$ cat config.mk
export PLATFORM = sky130hd
export DESIGN_NAME = muldiv_seq_flat
export DESIGN_NICKNAME = d
export VERILOG_FILES = /design/src/rtl/muldiv_if.sv /design/src/rtl/muldiv_seq.sv /design/src/flat_wrapper.sv
export SDC_FILE = /design/constraint.sdc
export NUM_CORES = 1
export LEC_CHECK = 0
export CAP_MARGIN = 40
export CORE_ASPECT_RATIO = 0.5
export CORE_MARGIN = 2
export CORE_UTILIZATION = 56
export CTS_CLUSTER_DIAMETER = 200
export DETAILED_ROUTE_END_ITERATION = 16
export PLACE_DENSITY = 0.85
export SLEW_MARGIN = 5
export SYNTH_ARGS = -nofsm -noshare
export SYNTH_HDL_FRONTEND = slang
export SYNTH_SLANG_ARGS = --single-unit
$ cat constraint.sdc
create_clock -name clk -period 5.1 [get_ports clk]
set_clock_uncertainty 0.15 [all_clocks]
set_input_delay 1.02 -clock clk [delete_from_list [all_inputs] [get_ports clk]]
set_output_delay 1.02 -clock clk [all_outputs]
set_load 0.05 [all_outputs]
$ cat src/rtl/muldiv_if.sv
// muldiv_if: EX-stage handshake bundle for the RV32M multiply/divide sequencer.
// master = EX stage driving the op, slave = the sequencer.
interface muldiv_if;
  logic        start;
  logic [2:0]  funct3;
  logic [31:0] a;
  logic [31:0] b;
  logic        flush;
  logic        stall_o;
  logic        done_o;
  logic [31:0] result_o;

  modport master (
    output start, funct3, a, b, flush,
    input  stall_o, done_o, result_o
  );

  modport slave (
    input  start, funct3, a, b, flush,
    output stall_o, done_o, result_o
  );
endinterface

$ cat src/rtl/muldiv_seq.sv
// muldiv_seq: iterative RV32M shift-add multiply / restoring divide, 64-bit shared acc.
// Optional MULDIV_EARLY_OUT_EN: b==0 or multiply by a==0 skips the BUSY phase.
module muldiv_seq (
  input  logic     clk,
  input  logic     rst,
  muldiv_if.slave  bus
);

  localparam logic [1:0] S_IDLE = 2'd0;
  localparam logic [1:0] S_BUSY = 2'd1;
  localparam logic [1:0] S_DONE = 2'd2;

  logic [1:0]  r_state;
  logic [4:0]  r_cnt;
  logic [2:0]  r_f3;
  logic [31:0] r_a;
  logic [31:0] r_opnd;
  logic [63:0] r_acc;
  logic        r_neg_a;
  logic        r_neg_b;
  logic        r_bzero;
  logic [31:0] r_result;

  logic        w_a_sgn;
  logic        w_b_sgn;
  logic        w_neg_a;
  logic        w_neg_b;
  logic [31:0] w_a_mag;
  logic [31:0] w_b_mag;
  logic        w_go;
  logic        w_eo;
  logic [31:0] w_eo_res;

  logic [32:0] w_mul_sum;
  logic [63:0] w_mul_next;
  logic [32:0] w_div_rem;
  logic [32:0] w_div_diff;
  logic        w_div_ok;
  logic [63:0] w_div_next;
  logic [63:0] w_acc_next;

  logic [63:0] w_prod;
  logic [31:0] w_quo;
  logic [31:0] w_rem;
  logic        w_op_mul;
  logic        w_op_mulh;
  logic        w_op_div;
  logic        w_op_rem;
  logic [31:0] w_res;

  // Operand sign decode: MULHSU treats b as unsigned, *U ops are unsigned.
  always_comb begin
    w_a_sgn = 1'b0;
    w_b_sgn = 1'b0;
    unique case (bus.funct3)
      3'b000: begin w_a_sgn = 1'b1; w_b_sgn = 1'b1; end
      3'b001: begin w_a_sgn = 1'b1; w_b_sgn = 1'b1; end
      3'b010: begin w_a_sgn = 1'b1; w_b_sgn = 1'b0; end
      3'b100: begin w_a_sgn = 1'b1; w_b_sgn = 1'b1; end
      3'b110: begin w_a_sgn = 1'b1; w_b_sgn = 1'b1; end
      default: begin w_a_sgn = 1'b0; w_b_sgn = 1'b0; end
    endcase
  end

  assign w_neg_a = w_a_sgn & bus.a[31];
  assign w_neg_b = w_b_sgn & bus.b[31];
  assign w_a_mag = w_neg_a ? (32'd0 - bus.a) : bus.a;
  assign w_b_mag = w_neg_b ? (32'd0 - bus.b) : bus.b;
  assign w_go    = (r_state == S_IDLE) & bus.start & !bus.flush;

`ifdef MULDIV_EARLY_OUT_EN
  assign w_eo = (bus.b == 32'd0) |
                (!bus.funct3[2] & (bus.a == 32'd0));
`else
  assign w_eo = 1'b0;
`endif

  // Trivial results: multiplies give 0, divides by zero give all-ones / a.
  assign w_eo_res = !bus.funct3[2] ? 32'd0 :
                    bus.funct3[1]  ? bus.a : 32'hFFFF_FFFF;

  // Multiply step: acc = {hi, multiplier}; add multiplicand on lsb, shift right.
  assign w_mul_sum  = {1'b0, r_acc[63:32]} +
                      (r_acc[0] ? {1'b0, r_opnd} : 33'd0);
  assign w_mul_next = {w_mul_sum, r_acc[31:1]};

  // Divide step: acc = {rem, dividend/quotient}; shift left, trial subtract.
  // rem < divisor holds between steps, so bit 32 of the diff is the borrow.
  assign w_div_rem  = r_acc[63:31];
  assign w_div_diff = w_div_rem - {1'b0, r_opnd};
  assign w_div_ok   = !w_div_diff[32];
  assign w_div_next = w_div_ok ?
                      {w_div_diff[31:0], r_acc[30:0], 1'b1} :
                      {w_div_rem[31:0],  r_acc[30:0], 1'b0};

  assign w_acc_next = r_f3[2] ? w_div_next : w_mul_next;

  // Sign fixup on the value the last step produces.
  assign w_prod = (r_neg_a ^ r_neg_b) ? (64'd0 - w_acc_next) : w_acc_next;
  assign w_quo  = r_bzero ? 32'hFFFF_FFFF :
                  (r_neg_a ^ r_neg_b) ? (32'd0 - w_acc_next[31:0]) :
                  w_acc_next[31:0];
  assign w_rem  = r_bzero ? r_a :
                  r_neg_a ? (32'd0 - w_acc_next[63:32]) :
                  w_acc_next[63:32];

  assign w_op_mul  = (r_f3 == 3'b000);
  assign w_op_mulh = !r_f3[2] & (r_f3[1:0] != 2'b00);
  assign w_op_div  = r_f3[2] & !r_f3[1];
  assign w_op_rem  = r_f3[2] & r_f3[1];

  // Result select by op class.
  always_comb begin
    w_res = 32'd0;
    unique case (1'b1)
      w_op_mul:  w_res = w_prod[31:0];
      w_op_mulh: w_res = w_prod[63:32];
      w_op_div:  w_res = w_quo;
      w_op_rem:  w_res = w_rem;
      default:   w_res = 32'd0;
    endcase
  end

  // Sequencer: IDLE latches operands, BUSY iterates, DONE presents the result.
  always_ff @(posedge clk) begin
    if (rst) begin
      r_state  <= S_IDLE;
      r_cnt    <= 5'd0;
      r_f3     <= 3'd0;
      r_a      <= 32'd0;
      r_opnd   <= 32'd0;
      r_acc    <= 64'd0;
      r_neg_a  <= 1'b0;
      r_neg_b  <= 1'b0;
      r_bzero  <= 1'b0;
      r_result <= 32'd0;
    end else if (bus.flush) begin
      r_state <= S_IDLE;
    end else begin
      unique case (r_state)
        S_IDLE: begin
          if (w_go) begin
            r_f3    <= bus.funct3;
            r_a     <= bus.a;
            r_neg_a <= w_neg_a;
            r_neg_b <= w_neg_b;
            r_bzero <= (bus.b == 32'd0);
            r_cnt   <= 5'd31;
            r_opnd  <= bus.funct3[2] ? w_b_mag : w_a_mag;
            r_acc   <= {32'd0, bus.funct3[2] ? w_a_mag : w_b_mag};
            if (w_eo) begin
              r_state  <= S_DONE;
              r_result <= w_eo_res;
            end else begin
              r_state <= S_BUSY;
            end
          end
        end
        S_BUSY: begin
          r_acc <= w_acc_next;
          if (r_cnt == 5'd0) begin
            r_state  <= S_DONE;
            r_result <= w_res;
          end else begin
            r_cnt <= r_cnt - 5'd1;
          end
        end
        S_DONE: r_state <= S_IDLE;
        default: r_state <= S_IDLE;
      endcase
    end
  end

  assign bus.stall_o  = !rst & (w_go | (r_state == S_BUSY));
  assign bus.done_o   = (r_state == S_DONE);
  assign bus.result_o = r_result;

endmodule

$ cat src/flat_wrapper.sv
// flat-port wrapper written by rule: the top's interface ports become plain ports
module muldiv_seq_flat 
  (clk, rst, bus_start, bus_funct3, bus_a, bus_b, bus_flush, bus_stall_o, bus_done_o, bus_result_o);
  muldiv_if bus_i ();
  input  logic clk;
  input  logic rst;
  input wire logic [$bits(bus_i.start)-1:0] bus_start;
  input wire logic [$bits(bus_i.funct3)-1:0] bus_funct3;
  input wire logic [$bits(bus_i.a)-1:0] bus_a;
  input wire logic [$bits(bus_i.b)-1:0] bus_b;
  input wire logic [$bits(bus_i.flush)-1:0] bus_flush;
  output wire logic [$bits(bus_i.stall_o)-1:0] bus_stall_o;
  output wire logic [$bits(bus_i.done_o)-1:0] bus_done_o;
  output wire logic [$bits(bus_i.result_o)-1:0] bus_result_o;
  assign bus_i.start = bus_start;
  assign bus_i.funct3 = bus_funct3;
  assign bus_i.a = bus_a;
  assign bus_i.b = bus_b;
  assign bus_i.flush = bus_flush;
  assign bus_stall_o = bus_i.stall_o;
  assign bus_done_o = bus_i.done_o;
  assign bus_result_o = bus_i.result_o;
  muldiv_seq u_core (.clk(clk), .rst(rst), .bus(bus_i));
endmodule
* Yosys cells after proc, flatten, opt, wreduce, memory -nomap -nowiden
Cells that the tools add are included.
** Cells by class
- $add $sub $neg :: 8
- Equality and inequality tests :: 9
- Multiplexer cells :: 23
- Bitwise gates (word level) :: 11
- Reductions and logical operators :: 19
** Operator list (number)
- 32-bit 2-to-1 mux :: 9
- 64-bit 2-to-1 mux :: 4
- 32-bit one-hot mux with 4 select lines :: 1
- 64-bit one-hot mux with 2 select lines :: 1
- 1-bit by 32-bit subtractor with 32-bit output (first input constant) :: 4
- 1-bit by 64-bit subtractor with 64-bit output (first input constant) :: 1
- 32-bit by 33-bit adder with 33-bit output :: 1
- 33-bit by 32-bit subtractor with 33-bit output :: 1
- 32-bit logical NOT :: 1
- 5-bit 2-to-1 mux :: 2
- 5-bit one-hot mux with 2 select lines :: 1
- 3-bit AND reduction :: 3
- 1-bit bitwise AND :: 8
- 3-bit == test (second input constant) :: 2
- 3-bit logical NOT :: 2
- 5-bit logical NOT :: 1
- 5-bit OR reduction :: 1
- 5-bit by 1-bit subtractor with 5-bit output (second input constant) :: 1
- 1-bit logical NOT :: 4
- 2-bit 2-to-1 mux :: 2
- 2-bit by 1-bit inequality test with 1-bit output (second input constant) :: 2
- 2-bit one-hot mux with 2 select lines :: 1
- 4-bit AND reduction :: 1
- 2-bit nonzero test :: 2
- 13 further kinds :: 14
** Word-level totals
- Bits in registers :: 173
- Bits of input ports :: 71
- Word-level logic and storage cells :: 80

* Logic depth before layout (Yosys ltp)
Gate-level depths: netlist (run 1).
- Depth after elaboration :: 8
- Gate-level depth with buffers :: 23

* Worst setup path after synthesis (run 1)
No wires, ideal clock.
- Path kind :: register to register
- From :: register u_core.r_acc[31]
- To :: register u_core.r_result[16] (netlist: u_core.bus.result_o[16])
- Library setup time :: 0.123 ns
- Arrival :: 4.759 ns
- Setup slack :: 0.068 ns
- Cell stages (with the launch flop) :: 22
- Cells stage by stage :: dfxtp_1 inv_1 ha_1 inv_1 fa_1 a211oi_2 o211ai_1 a21oi_2 a21boi_4 nor3_2 nor3_2 a21oi_1 ha_1 or4b_2 clkbuf_1 or3_1 nor4_2 nand4_1 o21ai_1 xnor2_1 a221oi_1 nor2_1
** On the way
- Longest elaborated chain between the ends :: 7
- Elaborated cells on any way between the ends :: 12
- Those cells by class :: add/sub: 4; mux: 8
** Ends and longest elaborated chain
- from (decl) :: line muldiv_seq.sv:18 : logic [63:0] r_acc;
- from (signal assigned) :: line muldiv_seq.sv:150 : r_acc <= {32'd0, bus.funct3[2] ? w_a_mag : w_b_mag};
- from (signal assigned) :: line muldiv_seq.sv:160 : r_acc <= w_acc_next;
- 33-bit by 32-bit subtractor with 33-bit output :: line muldiv_seq.sv:90 : assign w_div_diff = w_div_rem - {1'b0, r_opnd};
- 64-bit 2-to-1 mux :: line muldiv_seq.sv:92 : assign w_div_next = w_div_ok ?
- 64-bit 2-to-1 mux (*) :: line muldiv_seq.sv:96 : assign w_acc_next = r_f3[2] ? w_div_next : w_mul_next;
- 1-bit by 32-bit subtractor with 32-bit output (on tied branches) :: line muldiv_seq.sv:104, muldiv_seq.sv:101
- 32-bit 2-to-1 mux (on tied branches) :: line muldiv_seq.sv:104, muldiv_seq.sv:101
- 32-bit 2-to-1 mux (on tied branches) :: line muldiv_seq.sv:103, muldiv_seq.sv:100
- 32-bit one-hot mux with 4 select lines (*) :: line muldiv_seq.sv:115 : unique case (1'b1)
- to (signal assigned) :: line muldiv_seq.sv:153 : r_result <= w_eo_res;
- to (signal assigned) :: line muldiv_seq.sv:163 : r_result <= w_res;
- to (decl) :: line muldiv_seq.sv:22 : logic [31:0] r_result;
Every way passes the cells marked *; elsewhere a longest branch is shown, timed or not.
A chain may end at the register's enable or synchronous reset.

* Final worst setup path (run 1)
- From :: register u_core.r_acc[31]
- To :: register u_core.r_result[18] (netlist: u_core.bus.result_o[18])
The elaborated chain is that of the path after synthesis.

==> results of run 1 <==
## per-layer routing
| layer | routed length (microns) | vias up | track usage, % |
|---|---|---|---|
| li1 | - | 9104 | - |
| met1 | 29600 | 9516 | 61.6 |
| met2 | 29600 | 1472 | 66.1 |
| met3 | 12300 | 218 | 17.1 |
| met4 | 2720 | 2 | 14.9 |
| met5 | 14 | - | 0 |
## layout by cell type, fill, tap and decap left out, types with 8 or more instances in the layout
cell type,count
nor2b_1,11
or3_1,15
a21oi_1,238
o211ai_1,37
and3_1,12
and2_1,52
nand3_1,31
clkbuf_16,17
o21ai_0,162
inv_1,64
ha_1,67
buf_4,182
nor3_1,86
o311a_1,8
o21a_1,9
nor2_1,281
nand2_1,310
nand2b_1,21
or4_1,12
xnor2_1,109
a21o_1,32
dfxtp_1,169
nand4_1,24
o21ai_1,9
nor4_1,22
a22oi_1,23
a211oi_1,46
o31ai_1,22
clkdlybuf4s50_1,102
mux2i_1,49
xor2_1,78
a311oi_1,9
a31oi_1,35
a221oi_1,25
## critical path, delay by kind of cell, from the launching register on
| kind | cells | cell delay (ns) |
|---|---|---|
| and+or+nand+nor | 3 | 0.87 |
| DFF | 1 | 0.33 |
| buffers and inverters | 5 | 0.55 |
| AOI/OAI and AO/OA | 12 | 2.30 |
| adders and majority gates | 3 | 0.65 |
| xor gates and xnor gates | 1 | 0.15 |
## worst paths after layout
path                             end              from  cells after the start
max          u_core.bus.result_o[18]  u_core.r_acc[31]                     24
min                    u_core.r_a[6]     u_core.r_a[6]                      2
max reg2reg  u_core.bus.result_o[18]  u_core.r_acc[31]                     24
min reg2reg            u_core.r_a[6]     u_core.r_a[6]                      2
## power breakdown
part	internal, mW	leakage (nW)	switching (mW)
Sequential	1.41	1.41	0.0696
Combinational	0.619	6.09	1.09
Clock	0.656	0.272	0.689
Total	2.69	7.77	1.84
## what timing repair did
item                       CTS  global route
buffers inserted             3             8
hold buffers                 0             0
gates resized for setup      3            36
pin swaps                    2            26
setup endpoints to repair    2            27
## registers in the layout, indices dropped and copies added, names as in the netlist
signal and count:
u_core.bus.result_o 32, u_core.r_a 32, u_core.r_neg_a 1, u_core.r_f3 3, u_core.r_neg_b 1, u_core.r_cnt 5
u_core.r_state 2, u_core.r_bzero 1, u_core.r_acc 64, u_core.r_opnd 32
## cell type report
class,count,area [sq um]
clock buffers,19,443
well taps,391,489
inverters,70,263
fillers,2584,9300
flip-flops and latches,173,3470
clock inverters,13,123
diodes,4,10.0
multi-input cells,2024,12800
repair buffers,292,2490
## stage by stage
stage	utilization (%)	setup TNS (ns)	instances
after floorplan	-	0	2419
after global placement	65.3	0	2935
after detailed placement	65.4	-0.164	2937
after CTS	67.5	0	2972
after global routing	68.3	-1.14	2982
final	68.3	-0.0288	2986
## kinds of logic after synthesis
| family | count (synthesis) | synth area share (%) |
|---|---|---|
| AOI/OAI and AO/OA | 776 | 30.0 |
| buffers and inverters | 222 | 5.36 |
| and+or+nand+nor | 931 | 25.6 |
| xor gates and xnor gates | 189 | 9.79 |
| adders and majority gates | 72 | 5.42 |
| DFF | 173 | 20.5 |
| muxes | 56 | 3.37 |
==> run metrics, run 1 <==
status=complete, but fails checks; violated checks=negative setup slack; Clock Sinks=173; Yosys reg bits=173; Cells after Synth=2419; CP required=5.29 ns; Mapped Nets=2562; CTS Buffer Depth=2; register area share after synthesis=20.5%; crit-path max FO=6; number of CTS-inserted buffers=17; Residual DRC=0; vias=20300; # IOs=105; final wirelength=74.2 mm; GRT Overall Usage=45.4%; relative slew slack=33.0%; Syn Area/Cell=6.99 sq um; DP Area=19200 sq um; Core Region=29300 sq um; RSZ-0062 raised after global routing=true; DRT Pass-1 Iters=6; crit start category=flip-flop; Clk Latency, worst-skew pair=0.48 ns; final hold viol count=0; initial antenna violation count=5; Post-synth ARST share=0%; Slew Viols, Final=0; vias in the first global route=18100; largest net degree at the start of global routing=80; Initial Utilization=57.6%; clk slew on worst S/H paths=0.08 ns; PortBufs=104; Die ar.=31700 sq um; crit-path max cell delay=0.43 ns; worst-margin pin slew=1.00 ns; LEAKAGE=7.77 nW; area growth from synthesis to layout=18.6%; Final min period=5.13 ns; Die Height=127 microns; Min Hold Slack=0.306 ns; DR vias/cell=6.80; Place WS=-0.119 ns; Synth top area share=20.5%; Post-synth top cells=nand2_1, nor2_1, a21oi_1; count of cell types in the netlist=99; Root Driver=clkbuf_16; Iter 0 DRT Violations=3450; CP Capture Type=flip-flop; Crit Path Class=reg2reg; Final period util=101%; Finished Cell Area=20000 sq um; worst vdd ir=0.270 mV; area leader, netlist=dfxtp_1; top-count cell post-synth=nand2_1; total of max-cap violations=0; reg2reg setup slack=-0.03 ns; Synth Cell Area=16900 sq um; CP most frequent cell=inv_2; YS warnings=0; GRT overflow=0; maximum clock rate=195 MHz; Final Wtd Congestion=1.07; worst setup margin=-0.0288 ns; TritonCTS clock tree=done; sequence of cells on the critical path=inv_2, ha_4, inv_2, fa_2, a211oi_2, o211ai_1, a21oi_2, a21boi_4, or3_4, buf_6, a21oi_4, o31ai_4, inv_2, ha_4, nand4_1, o41ai_2, o31ai_1, a21o_1, nand3b_1, buf_4, o21ai_2, xor2_1, a2bb2oi_1, a21oi_1; routed len/inst=24.9 microns; Final ANT Viol Nets=0; Power Total=4.53 mW; Final nets=2721; layout cells sized above 1=12.2%; htree depth=4; most common flop cell mapped by yosys=dfxtp_1; Final Setup Violations=1; Rows=44; Crit-path slowest cell=or3_4; DPL Wire Length=57.3 mm; Worst EP arrival=5.32 ns; HP Class=reg2reg; first-pass GRT wire length=109 mm; Synth area leaders=dfxtp_1, a21oi_1, nand2_1; Cell Pwr Density=226 nW/um^2; number of enable flip-flop cells after synthesis=0; die width=250 microns
Power figures use the tool's default switching activity.
==> inputs of run 2 (changes only) <==
--- a/config.mk
+++ b/config.mk
@@ -8,10 +8,11 @@
 export CAP_MARGIN = 40
 export CORE_ASPECT_RATIO = 0.5
 export CORE_MARGIN = 2
-export CORE_UTILIZATION = 56
+export CORE_UTILIZATION = 55
 export CTS_CLUSTER_DIAMETER = 200
+export CTS_CLUSTER_SIZE = 30
 export DETAILED_ROUTE_END_ITERATION = 16
-export PLACE_DENSITY = 0.85
+export PLACE_DENSITY = 0.84
 export SLEW_MARGIN = 5
 export SYNTH_ARGS = -nofsm -noshare
 export SYNTH_HDL_FRONTEND = slang
==> run 2 against run 1 <==
Effect of this change:
- the run now ends clean
- core utilization fell by 1.6 points
- clock power up 6%
- non-clock buffer count rose by 4
- fmax is 3.8% higher
- flip-flop and latch count stayed put
- global-route usage is 0.65 points lower
- die area rose by 1.8%
- sequential share of layout area decreased by 0.15 points
- critical path type unchanged
==> run metrics, run 2 (synthesis gave the netlist of run 1 again) <==
vias=20100 (-1.3%); worst vdd ir=0.270 mV (-0.13%); Final min period=4.94 ns (-0.185 ns); worst r2r src=u_core.r_acc[31]; GRT overflow=0 (unchanged); final wirelength=74.0 mm (-0.37%); crit-path max FO=6 (unchanged); commonest cells after routing, fill and taps aside=nand2_1, nor2_1, a21oi_1, buf_4, dfxtp_1; maximum clock rate=202 MHz (+3.8%); Final nets=2725 (+0.15%); relative slew slack=31.6% (-1.4 points); r2r worst-path depth=23 (-4.2%); max reg flops=64 (unchanged); Worst EP arrival=5.16 ns (-0.16 ns); initial antenna violation count=2 (-3); setup TNS=0 ns (+0.0288 ns); Final Wtd Congestion=1.05 (-1.3%); Iter 0 DRT Violations=3190 (-7.5%); area growth from synthesis to layout=19.5%; worst-margin pin slew=0.997 ns (-0.00321 ns); largest net degree at the start of global routing=80 (unchanged); DRT Pass-1 Iters=7 (+1); Final ANT Viol Nets=0 (unchanged); routed len/inst=24.7 microns (-0.64%); Reg-to-Reg End=u_core.bus.result_o[20]; total of max-cap violations=0 (unchanged); first-pass GRT wire length=109 mm (-0.49%); DPL Wire Length=57.3 mm (about the same); Cells on Worst Hold Path=2 (unchanged); CTS Buffer Depth=2 (unchanged); largest reg by FF count=u_core.r_acc; Die ar.=32200 sq um (+1.8%); Final Instance Count excl. Fillers=2994 (+0.27%); TritonCTS clock tree=done; PortBufs=104 (unchanged); Clk Latency, worst-skew pair=0.47 ns (about the same); HP Class=reg2reg; vias in the first global route=17700 (-2.1%); Min Hold Slack=0.313 ns (+0.00710 ns); crit start category=flip-flop; die width=252 microns (+0.89%); # IOs=105 (unchanged); layout cells sized above 1=12.6% (+0.48 points); Final Setup Violations=0 (-1); Finished Cell Area=20200 sq um (+0.82%); Antenna diodes=0 (-4); Rows=45 (+2.3%); Worst Hold Endpoint=u_core.r_opnd[9]; htree depth=4 (unchanged); number of CTS-inserted buffers=17 (unchanged); Die Height=128 microns (+0.88%); Crit Path Class=reg2reg; LEAKAGE=7.85 nW (+1.0%); status=finished clean; CTS Hold Bufs=0 (unchanged); Core Region=30300 sq um (+3.2%); CP Capture Type=flip-flop; DR vias/cell=6.70 (-1.5%); commonest non-fill, non-tap cell in the layout=nand2_1; Final period util=96.9% (-3.6 points); clk slew on worst S/H paths=0.08 ns (about the same); final hold viol count=0 (unchanged); Root Driver=clkbuf_16; Hold Crit Start=u_core.r_opnd[9]; Clock Sinks=173 (unchanged); Cell Pwr Density=227 nW/um^2 (+0.30%); reg2reg setup slack=0.16 ns (+0.19 ns); GRT Overall Usage=44.8% (-0.65 points); fin util=66.7% (-1.6 points); DP Area=19300 sq um (+0.44%); Initial Utilization=55.8% (-1.8 points); Slew Viols, Final=0 (unchanged); CP required=5.31 ns (+0.02 ns); Residual DRC=0 (unchanged); placed instance count=2952 (+0.51%)
==> run 2: metrics by stage <==
stage / total power [mW] / setup slack [ns]
2_1_floorplan: 2.46 / 0.0677
4_1_cts: 4.44 / 0.00876
5_1_grt: 4.71 / -0.0383
3_3_place_gp: 3.05 / 0.125
6_report: 4.58 / 0.157
3_5_place_dp: 3.06 / 0.0219
==> run 2: what timing repair did <==
action / CTS / global route
gates resized for setup: 0 / 56
buffers inserted: 0 / 8
setup endpoints to repair: 1 / 25
pin swaps: 1 / 20
==> run 2: worst max path at each step <==
stage,startpoint,endpoint,slack [ns],cells after the start
2_1_floorplan,u_core.r_acc[31],u_core.bus.result_o[16],0.07,21
3_3_place_gp,u_core.r_acc[0],u_core.bus.result_o[30],0.12,17
3_5_place_dp,u_core.r_opnd[0],u_core.bus.result_o[30],0.02,19
4_1_cts,u_core.r_opnd[0],u_core.bus.result_o[30],0.009,19
5_1_grt,u_core.r_acc[31],u_core.bus.result_o[18],-0.04,24
6_report,u_core.r_acc[31],u_core.bus.result_o[20],0.16,23
==> run 2: power by group <==
| group | switching [mW] | internal [mW] | leakage [nW] |
|---|---|---|---|
| clock network | 0.680 | 0.737 | 0.289 |
| registers | 0.0707 | 1.41 | 1.41 |
| logic | 1.06 | 0.618 | 6.15 |
==> run 2: cell type report <==
| type | instances | area, sq um |
|---|---|---|
| clock buffers | 19 | 433 |
| clock inverters | 13 | 158 |
| fillers | 2754 | 10100 |
| inverters | 70 | 263 |
| multi-input cells | 2024 | 12800 |
| flip-flops and latches | 173 | 3470 |
| well taps | 399 | 499 |
| repair buffers | 296 | 2540 |
==> run 2: metal layers <==
| layer | track usage, % | part of all wire (%) | vias to the layer above |
|---|---|---|---|
| met5 | 0 | 0.043 | - |
| met4 | 13.8 | 3.2 | 4 |
| met3 | 16.3 | 16 | 188 |
| met2 | 63.8 | 40 | 1390 |
| met1 | 62.6 | 41 | 9370 |
| li1 | - | - | 9106 |
==> run 2: worst max-delay path: stages, from the launching register on <==
cell      delay (ns)
dfxtp_2         0.32
inv_2           0.06
ha_4            0.13
inv_2           0.04
fa_2            0.37
a211oi_2        0.25
o211ai_1        0.27
a21oi_2         0.31
a21boi_4        0.12
buf_6           0.15
o21ai_4         0.20
and3_4          0.21
o31ai_2         0.07
inv_2           0.12
ha_4            0.14
nand4_1         0.15
o41ai_2         0.42
o31ai_2         0.13
a21o_1          0.23
nand2b_4        0.19
o31ai_4         0.29
xnor2_1         0.16
a221oi_2        0.24
a21oi_1         0.10
